--- config.mk ---
export PLATFORM = sky130hd
export DESIGN_NAME = seg_scan_display_flat
export DESIGN_NICKNAME = d
export VERILOG_FILES = /design/src/rtl/seg_scan_display_if.sv /design/src/rtl/seg_scan_display.sv /design/src/flat_wrapper.sv
export SDC_FILE = /design/constraint.sdc
export NUM_CORES = 1
export LEC_CHECK = 0
export ABC_CLOCK_PERIOD_IN_PS = 2700
export CAP_MARGIN = 20
export CORE_MARGIN = 4
export CORE_UTILIZATION = 51
export CTS_CLUSTER_SIZE = 14
export DETAILED_ROUTE_END_ITERATION = 10
export PLACE_DENSITY_LB_ADDON = 0.2
export SLEW_MARGIN = 20
export SYNTH_ARGS = -nofsm -noshare
export SYNTH_HDL_FRONTEND = slang
export SYNTH_SLANG_ARGS = --single-unit
--- constraint.sdc ---
create_clock -name clk_core -period 2.7 [get_ports clk_core]
set_input_delay 0.54 -clock clk_core [delete_from_list [all_inputs] [get_ports clk_core]]
set_output_delay 0.54 -clock clk_core [all_outputs]
set_load 0.05 [all_outputs]
--- src/rtl/seg_scan_display_if.sv ---
// Bus between the countdown-timer commander and the 7-segment scan stage.
// The master side drives the BCD time fields, the edit-field select and the
// time-out flag; the slave side (the display stage) drives anodes, segments
// and the decimal point back out toward the display pins.
interface seg_scan_display_if;
    logic [7:0] min_i;
    logic [7:0] sec_i;
    logic [7:0] ms_10_i;
    logic [1:0] target;
    logic       time_out_i;
    logic [7:0] an;
    logic [6:0] seg;
    logic       dp;

    modport master (
        output min_i,
        output sec_i,
        output ms_10_i,
        output target,
        output time_out_i,
        input  an,
        input  seg,
        input  dp
    );

    modport slave (
        input  min_i,
        input  sec_i,
        input  ms_10_i,
        input  target,
        input  time_out_i,
        output an,
        output seg,
        output dp
    );
endinterface

--- src/rtl/seg_scan_display.sv ---
// Eight-digit common-anode 7-segment scanner for the countdown timer.
// Digits 0..5 show ms_10, sec and min (units then tens); digits 6 and 7 stay
// dark. The field being edited blinks, the whole display flashes on time-out,
// and every digit dwell begins with one all-dark cycle to suppress ghosting.
// Time fields are latched once per full frame so a frame never mixes old and
// new values.
module seg_scan_display #(
    parameter int SCAN_DIV  = 100000,
    parameter int BLINK_DIV = 25000000
) (
    input  logic              clk_core,
    input  logic              rst_n,
    seg_scan_display_if.slave bus
);

    localparam int SCAN_W  = (SCAN_DIV  > 1) ? $clog2(SCAN_DIV)  : 1;
    localparam int BLINK_W = (BLINK_DIV > 1) ? $clog2(BLINK_DIV) : 1;

    localparam logic [SCAN_W-1:0]  SCAN_LAST  = SCAN_W'(SCAN_DIV - 1);
    localparam logic [BLINK_W-1:0] BLINK_LAST = BLINK_W'(BLINK_DIV - 1);

    localparam logic [7:0] AN_DARK  = 8'hFF;
    localparam logic [6:0] SEG_DARK = 7'h7F;

    // Scan and blink timing state
    logic [SCAN_W-1:0]  scan_cnt;
    logic [2:0]         digit_idx;
    logic [BLINK_W-1:0] blink_cnt;
    logic               blink_on;

    // Frame holding registers for the three BCD fields
    logic [7:0] hold_min;
    logic [7:0] hold_sec;
    logic [7:0] hold_ms;

    // Decode helpers
    logic       scan_last;
    logic       frame_last;
    logic       blink_last;
    logic [3:0] nibble;
    logic       field_hit;
    logic       digit_lit;
    logic       show_digit;

    // Next values for the registered outputs
    logic [7:0] an_next;
    logic [6:0] seg_next;
    logic       dp_next;

    // Registered outputs
    logic [7:0] an_q;
    logic [6:0] seg_q;
    logic       dp_q;

    assign scan_last  = (scan_cnt == SCAN_LAST);
    assign frame_last = scan_last && (digit_idx == 3'd7);
    assign blink_last = (blink_cnt == BLINK_LAST);

    // Digit dwell counter; each terminal count moves the scan to the next digit
    always_ff @(posedge clk_core or negedge rst_n) begin
        if (!rst_n) begin
            scan_cnt  <= '0;
            digit_idx <= 3'd0;
        end else if (scan_last) begin
            scan_cnt  <= '0;
            digit_idx <= digit_idx + 3'd1;
        end else begin
            scan_cnt  <= scan_cnt + SCAN_W'(1);
        end
    end

    // Free-running blink phase generator, independent of the scan and of edit state
    always_ff @(posedge clk_core or negedge rst_n) begin
        if (!rst_n) begin
            blink_cnt <= '0;
            blink_on  <= 1'b1;
        end else if (blink_last) begin
            blink_cnt <= '0;
            blink_on  <= ~blink_on;
        end else begin
            blink_cnt <= blink_cnt + BLINK_W'(1);
        end
    end

    // Latch the time fields only at the very end of a frame so digits never tear
    always_ff @(posedge clk_core or negedge rst_n) begin
        if (!rst_n) begin
            hold_min <= 8'h00;
            hold_sec <= 8'h00;
            hold_ms  <= 8'h00;
        end else if (frame_last) begin
            hold_min <= bus.min_i;
            hold_sec <= bus.sec_i;
            hold_ms  <= bus.ms_10_i;
        end
    end

    // Pick the BCD nibble belonging to the digit currently being scanned
    always_comb begin
        nibble = 4'h0;
        case (digit_idx)
            3'd0:    nibble = hold_ms[3:0];
            3'd1:    nibble = hold_ms[7:4];
            3'd2:    nibble = hold_sec[3:0];
            3'd3:    nibble = hold_sec[7:4];
            3'd4:    nibble = hold_min[3:0];
            3'd5:    nibble = hold_min[7:4];
            default: nibble = 4'h0;
        endcase
    end

    // Visibility: unused digits, time-out flash, then edit-field blink, in priority order
    always_comb begin
        field_hit = (bus.target != 2'b11) && (digit_idx[2:1] == bus.target);
        digit_lit = 1'b1;
        if (digit_idx >= 3'd6) begin
            digit_lit = 1'b0;
        end else if (bus.time_out_i && !blink_on) begin
            digit_lit = 1'b0;
        end else if (field_hit && !blink_on) begin
            digit_lit = 1'b0;
        end
        show_digit = digit_lit && (scan_cnt != '0);
    end

    // Anode, segment and decimal-point values for the next output cycle
    always_comb begin
        an_next  = AN_DARK;
        seg_next = SEG_DARK;
        dp_next  = 1'b1;
        if (show_digit) begin
            an_next = ~(8'd1 << digit_idx);
            case (nibble)
                4'd0:    seg_next = 7'b1000000;
                4'd1:    seg_next = 7'b1111001;
                4'd2:    seg_next = 7'b0100100;
                4'd3:    seg_next = 7'b0110000;
                4'd4:    seg_next = 7'b0011001;
                4'd5:    seg_next = 7'b0010010;
                4'd6:    seg_next = 7'b0000010;
                4'd7:    seg_next = 7'b1111000;
                4'd8:    seg_next = 7'b0000000;
                4'd9:    seg_next = 7'b0010000;
                default: seg_next = 7'b0111111;
            endcase
            if ((digit_idx == 3'd2) || (digit_idx == 3'd4)) begin
                dp_next = 1'b0;
            end
        end
    end

    // Register the display pins so they are glitch-free toward the panel
    always_ff @(posedge clk_core or negedge rst_n) begin
        if (!rst_n) begin
            an_q  <= AN_DARK;
            seg_q <= SEG_DARK;
            dp_q  <= 1'b1;
        end else begin
            an_q  <= an_next;
            seg_q <= seg_next;
            dp_q  <= dp_next;
        end
    end

    assign bus.an  = an_q;
    assign bus.seg = seg_q;
    assign bus.dp  = dp_q;

endmodule

--- src/flat_wrapper.sv ---
// flat-port wrapper written by rule: the top's interface ports become plain ports
module seg_scan_display_flat 
#(
    parameter int SCAN_DIV  = 100000,
    parameter int BLINK_DIV = 25000000
)
  (clk_core, rst_n, bus_min_i, bus_sec_i, bus_ms_10_i, bus_target, bus_time_out_i, bus_an, bus_seg, bus_dp);
  seg_scan_display_if bus_i ();
  input  logic clk_core;
  input  logic rst_n;
  input wire logic [$bits(bus_i.min_i)-1:0] bus_min_i;
  input wire logic [$bits(bus_i.sec_i)-1:0] bus_sec_i;
  input wire logic [$bits(bus_i.ms_10_i)-1:0] bus_ms_10_i;
  input wire logic [$bits(bus_i.target)-1:0] bus_target;
  input wire logic [$bits(bus_i.time_out_i)-1:0] bus_time_out_i;
  output wire logic [$bits(bus_i.an)-1:0] bus_an;
  output wire logic [$bits(bus_i.seg)-1:0] bus_seg;
  output wire logic [$bits(bus_i.dp)-1:0] bus_dp;
  assign bus_i.min_i = bus_min_i;
  assign bus_i.sec_i = bus_sec_i;
  assign bus_i.ms_10_i = bus_ms_10_i;
  assign bus_i.target = bus_target;
  assign bus_i.time_out_i = bus_time_out_i;
  assign bus_an = bus_i.an;
  assign bus_seg = bus_i.seg;
  assign bus_dp = bus_i.dp;
  seg_scan_display #(.SCAN_DIV(SCAN_DIV), .BLINK_DIV(BLINK_DIV)) u_core (.clk_core(clk_core), .rst_n(rst_n), .bus(bus_i));
endmodule
==> Word level (Yosys, flattened, before mapping) <==
Memory sizes are Yosys's and may differ from the RTL's.
Index checks and enable logic that the tools add are counted.
{ "word_totals": {"reg_bits": 86, "latchBits": 0, "ramBits": 0, "rom_bits": 112, "out_inout_bits": 16, "n_memories": 1} }
{ "memory_table": {"columns": ["memory", "words", "width", "read_ports", "rd_clocked_by_memory_dff", "write_ports", "line", "rtl"], "rows": [
  ["(name not given)", 16, 7, 1, 0, 0, "seg_scan_display.sv:133", "case (nibble)"]
]} }
{ "op_classes": {"add_sub_neg": 3, "multipliers": 0, "n_div": 0, "magnitude_cmp": 1, "eq_ne": 10, "shift": 1, "mux": 10, "bitwise_logic": 2, "reduce_logical": 9} }
{ "ops": {"columns": ["op", "n"], "rows": [
  ["$add A25 B1 Y25 const B", 1],
  ["$eq A25 B25 Y1 const B", 1],
  ["$mux W25", 1],
  ["$pmux W4 S6", 1],
  ["$add A17 B1 Y17 const B", 1],
  ["$eq A17 B17 Y1 const B", 1],
  ["$mux W17", 1],
  ["$reduce_bool A17 Y1", 1],
  ["$eq A3 B3 Y1 const B", 3],
  ["$mux W8", 1],
  ["$not A8 Y8", 1],
  ["$shl A1 B3 Y8 const A", 1],
  ["$mux W7", 1],
  ["$eq A3 B2 Y1 const B", 2],
  ["$logic_and A1 B1 Y1", 5],
  ["$mux W1", 5],
  ["$add A3 B1 Y3 const B", 1],
  ["$eq A3 B1 Y1 const B", 1],
  ["$ge A3 B3 Y1 const B", 1],
  ["$logic_not A3 Y1", 1],
  ["$eq A2 B2 Y1", 1],
  ["$ne A2 B2 Y1 const B", 1],
  ["$logic_not A1 Y1", 1],
  ["$logic_or A1 B1 Y1", 1],
  ["$not A1 Y1", 1]
]} }

==> Longest topological paths before layout <==
{ "logic_depth": {"depth_word": 8, "mapped_depth": 12, "depth_no_buf": 11} }

==> Worst setup path before layout <==
No wires, ideal clock.
{ "synth_timing": {"path_kind": "register to register", "start": "reg u_core.digit_idx[2]", "end": "reg u_core.seg_q[0], in the netlist u_core.bus.seg[0]", "arrival_ns": 2.406, "t_required_ns": 2.605, "slack_ns": 0.199, "path_stages_with_launch": 12, "n_path_buf": 2, "synth_period_minus_slack_ns": 2.501, "path_cell_list": "dfrtp_1 buf_4 buf_2 inv_1 ha_1 a222oi_1 a21boi_0 or2_2 inv_1 ha_1 o32ai_2 o31ai_1"} }
{ "synth_between": {"elab_chain_cells": 8} }
{ "synth_lines": {"columns": ["element", "line", "rtl"], "rows": [
  ["start, declared", "seg_scan_display.sv:27", "logic [2:0] digit_idx;"],
  ["start signal, assigned", "seg_scan_display.sv:66", "digit_idx <= digit_idx + 3'd1;"],
  ["branches (longest 7 deep; another with $mem_v2 Z16 W7)", null, null],
  ["$mux W7 *", "seg_scan_display.sv:131", "if (show_digit) begin"],
  ["named net u_core.seg_next[0]", "seg_scan_display.sv:47", "logic [6:0] seg_next;"],
  ["end signal, assigned", "seg_scan_display.sv:160", "seg_q <= seg_next;"],
  ["end, declared", "seg_scan_display.sv:52", "logic [6:0] seg_q;"]
]} }
Mark *: on every way through the listed nets, which the timed path passes.
A chain may end at the register's enable or synchronous reset.

==> Worst setup path in the final report <==
{ "layout_timing": {"start": "reg u_core.digit_idx[0]", "end": "reg u_core.seg_q[0], in the netlist u_core.bus.seg[0]"} }
{ "layout_between": {"elab_chain_cells": 4} }
{ "layout_lines": {"columns": ["element", "line", "rtl"], "rows": [
  ["$eq A3 B3 Y1 (tied with other cells)", "seg_scan_display.sv:101", "case (digit_idx)"],
  ["$pmux W4 S6 or $mux W1 (tied branches)", "seg_scan_display.sv:101, seg_scan_display.sv:116", null],
  ["$mem_v2 Z16 W7 or $logic_and A1 B1 Y1 (tied branches)", null, null],
  ["$mux W7 *", "seg_scan_display.sv:131", null],
  ["named net u_core.seg_next[0]", "seg_scan_display.sv:47", null]
]} }
Mark *: on every way through the listed nets, which the timed path passes. The rest lies on a longest branch.

==> metrics.md <==
| Metric | Value |
|---|---|
| Outcome | complete, no violations |
| Critical path arrival | 2.81 ns |
| Reg clk slew, reported paths | 0.09 ns |
| Routed WL | about 8500 µm |
| Crit Reg-Reg Endpoint | u_core.bus.seg[0] |
| Grt total ovfl | 0 |
| RSZ-0062 raised after global routing | false |
| Leak Pwr | 2.27 nW |
| Fin. Hold Viols | 0 |
| Reg2reg setup slack | 0.16 ns |
| Total power | 2.63 mW |
| Highest clock rate | 394 MHz |
| Setup tns final | 0 ns |
| CTS tree | yes |
| Clock Skews | between 0.01 and 0.015 ns |
| Cts bufs inserted | 9 |
| Worst-margin pin slew | between 0.7 and 0.8 ns |
| Placement Cell Area | slightly below 0.005 mm² |
| Final worst path period need | 2.54 ns |
| Syn-to-layout area delta | 19.7% |
| Initial antenna violation count | 0 |
| Routability-driven placement congestion ratio | 0.830 |
| Final Instance Area | 0.00508 mm² |
| Fraction of layout cells with a size suffix above 1 | 19.9% |
| Antenna Cells | 0 |
| Syn nets | 406 |
| Worst Path Max Fanout | 5 |
| Die width | slightly below 100 µm |
| Global-route wire length before repair | around 14,000 µm |
| Netlist Area Pre-Place | 0.00425 mm² |
| Buf+Inv Stages, Crit Path | 2 |
| WP data required | ~3 ns |
| Slew Viols, Final | 0 |
| Starting DRT DRC Count | about 170 |
| Total track usage | between 10% and 20% |
| Yosys Warn Count | 0 |
| Critical setup path kind | register to register |
| Fraction of registers with async set/reset | 100% |
| Final worst path period share | 94.1% |
| Placed insts | 507 |
| Die Area | 0.00985 mm² |
| Clock root cell | clkbuf_8 |
| Mapped Cells | 363 |
| Mean Syn Cell Area | approximately 12 µm² |
| Layout Cells excl Fill | 523 |
| Slew HR | 49.3% |
| Routed len/inst | 16.2 µm |
| Vias in the first global route | roughly 2,900 |
| Critical path, cell by cell | inv_1, ha_1, nor2b_1, a222oi_1, a21boi_2, or2_2, inv_1, ha_1, o32ai_2, o31ai_1 |
| Largest stage delay on the critical path | 0.44 ns |
| Largest net degree at the start of global routing | between 40 and 50 |
| Detailed-placement wirelength estimate | 6000 µm |
| Setup Viol. Count Final | 0 |
| Max-cap viol count | 0 |
| Core area | about 0.0082 mm² |
| Port Buffers | 44 |
| Yosys reg bits | 86 |
| Hold Crit Class | input pin to asynchronous set/reset pin |
| Via count | 2,925 |
| DR DRC count | 0 |
| P per Cell Area | 517 mW/mm² |
| FF-to-FF Start | u_core.digit_idx[0] |
| Synth unique cells | 58 |
| VDD IR max | 281 µV |
| Seq/Total Area, Yosys | around 50% |
| Primary FF master, synth | dfrtp_1 |
| Later-pin clock latency in the skew report | 0.36 ns |
| Post-synth EDFFs | 0 |
| Site Rows | 33 |
| CP Capture Type | register |
| Clk buf depth | 2 |
| Worst R2R Path Depth | 10 |
| Via density | 5.59 |
| CP max stage cell | dfrtp_1 |
| Chip Height | 99.3 µm |
| Clock sink total | 86 |
| H-tree levels | 3 |
| 1st-pass router iterations | 4 |
| Effective utilization at floorplan | 51.9% |
| CP top delay family | compound AO/OA/AOI/OAI gates |
| I/O Pins | 45 |
| Startpoint Class | register |
| NumNets Final | 456 |
| Detail Route Antenna Nets | 0 |
worst max-delay path by stage:
stage / depth (start not counted) / slack (ns) / from / end
6_report: 10 / 0.16 / u_core.digit_idx[0] / u_core.bus.seg[0]
5_1_grt: 9 / 0.0001 / u_core.digit_idx[0] / u_core.bus.seg[3]
4_1_cts: 11 / 0.1 / u_core.digit_idx[1] / u_core.bus.seg[0]
3_5_place_dp: 11 / 0.12 / u_core.digit_idx[1] / u_core.bus.seg[0]
3_3_place_gp: 9 / 0.28 / u_core.digit_idx[0] / u_core.bus.seg[3]
2_1_floorplan: 11 / 0.20 / u_core.digit_idx[2] / u_core.bus.seg[0]
timing repair:
action,in CTS,in global routing
setup endpoints to repair,0,3
buffers inserted,0,0
hold buffers,0,0
hold endpoints to repair,0,0
resized for setup,0,7
Yosys cell counts (2+ instances only):
cell type / count / area share, %
nor3_1: 8 / 0.94
nand2b_1: 2 / 0.29
o31ai_1: 2 / 0.35
nor4_1: 10 / 1.5
xor2_1: 13 / 2.7
and4_1: 7 / 1.4
nor2_1: 29 / 2.6
a21o_1: 2 / 0.35
nor2b_1: 5 / 0.74
mux2_4: 21 / 7.4
buf_6: 2 / 0.53
mux2i_1: 2 / 0.47
o211ai_1: 2 / 0.35
dfrtp_1: 69 / 41
nand2_1: 23 / 2.0
nand4b_1: 2 / 0.41
a22o_1: 2 / 0.41
clkbuf_1: 2 / 0.18
buf_2: 6 / 0.71
o21ai_0: 7 / 0.82
nand2_4: 2 / 0.53
dfstp_2: 17 / 11
a222oi_1: 2 / 0.47
buf_4: 2 / 0.35
o21ai_1: 2 / 0.24
nand4_1: 12 / 1.8
inv_1: 11 / 0.97
ha_1: 14 / 4.1
xnor2_1: 25 / 5.2
mux2_2: 6 / 1.6
nand3_1: 17 / 2.0
a21oi_1: 5 / 0.59
and2_1: 6 / 0.88
a221o_1: 2 / 0.47
flip-flops by register name, indices dropped and copies added, names as in the netlist:
register,cells
u_core.bus.dp,1
u_core.digit_idx,3
u_core.scan_cnt,17
u_core.blink_cnt,25
u_core.bus.an,8
u_core.hold_min,8
u_core.hold_ms,8
u_core.blink_on,1
u_core.bus.seg,7
u_core.hold_sec,8
placed cells by master, fill, tap and decap left out, types with 2 or more instances in the layout:
cell type	instances
o31ai_1	2
o21ai_0	7
nand2_1	23
a222oi_1	2
mux2_4	21
nand3_1	17
nor4_1	10
nor2b_1	4
xor2_1	13
dfstp_2	17
mux2_2	6
a221o_1	2
and4_1	7
inv_1	11
bufinv_16	3
ha_1	12
nand4_1	12
a22o_1	2
and2_1	6
a21o_1	2
a21oi_1	5
nand2b_1	2
o211ai_1	2
nor3_1	8
dfrtp_1	69
nand2_4	2
clkdlybuf4s50_1	43
ha_4	2
buf_4	7
mux2i_1	2
nor2_1	29
inv_6	2
clkbuf_8	9
o21ai_1	2
xnor2_1	25
nand4b_1	2
cell type report:
| cell class | count | area, µm² |
|---|---|---|
| Multi-Input combinational cell | 254 | 1990 |
| Clock buffer | 9 | 124 |
| Inverter | 11 | 41.3 |
| Timing Repair Buffer | 51 | 503 |
| Fill cell | 662 | 3090 |
| Tap cell | 105 | 131 |
| Sequential cell | 86 | 2170 |
| Clock inverter | 7 | 120 |
power breakdown:
part           internal [mW]  leakage, nW  total (mW)  switching, mW
logic                 0.0951         1.09       0.192         0.0972
clock network          0.620        0.120        1.10          0.482
registers               1.32         1.06        1.34         0.0157
total                   2.03         2.27        2.63          0.595
worst reg2reg max path: stages (launching register included):
cell and delay [ns]:
dfrtp_1 0.44, inv_1 0.14, ha_1 0.29, nor2b_1 0.17, a222oi_1 0.29, a21boi_2 0.25
or2_2 0.17, inv_1 0.06, ha_1 0.20, o32ai_2 0.32, o31ai_1 0.13
kinds of logic after synthesis:
group	Yosys count	share of synthesized area, %
compound gates	38	6.81
xor+xnor	38	7.84
fa+ha+maj	14	4.12
buf+inv	23	2.74
flops	86	51.2
mux	29	9.49
simple gates	135	17.8
metal layers:
metal / GRT usage, % / wire length (µm) / up-vias / share of wire, %
li1: - / - / 1385 / -
met1: 25.2 / 3970 / 1457 / 47
met2: 28.1 / 4000 / 71 / 47
met3: 3.58 / 353 / 12 / 4.2
met4: 6.41 / 137 / 0 / 1.6
met5: 0 / 0 / - / 0
per-stage QoR:
stage / utilization, % / hold slack, ns / setup WS [ns]
2_1_floorplan: - / 0.244 / 0.199
3_3_place_gp: 58.8 / 0.437 / 0.283
3_5_place_dp: 58.8 / 0.451 / 0.117
4_1_cts: 61.8 / 0.161 / 0.0954
5_1_grt: 62.2 / 0.177 / 0.000113
6_report: 62.2 / 0.149 / 0.160
(Power assumes the default switching activity.)
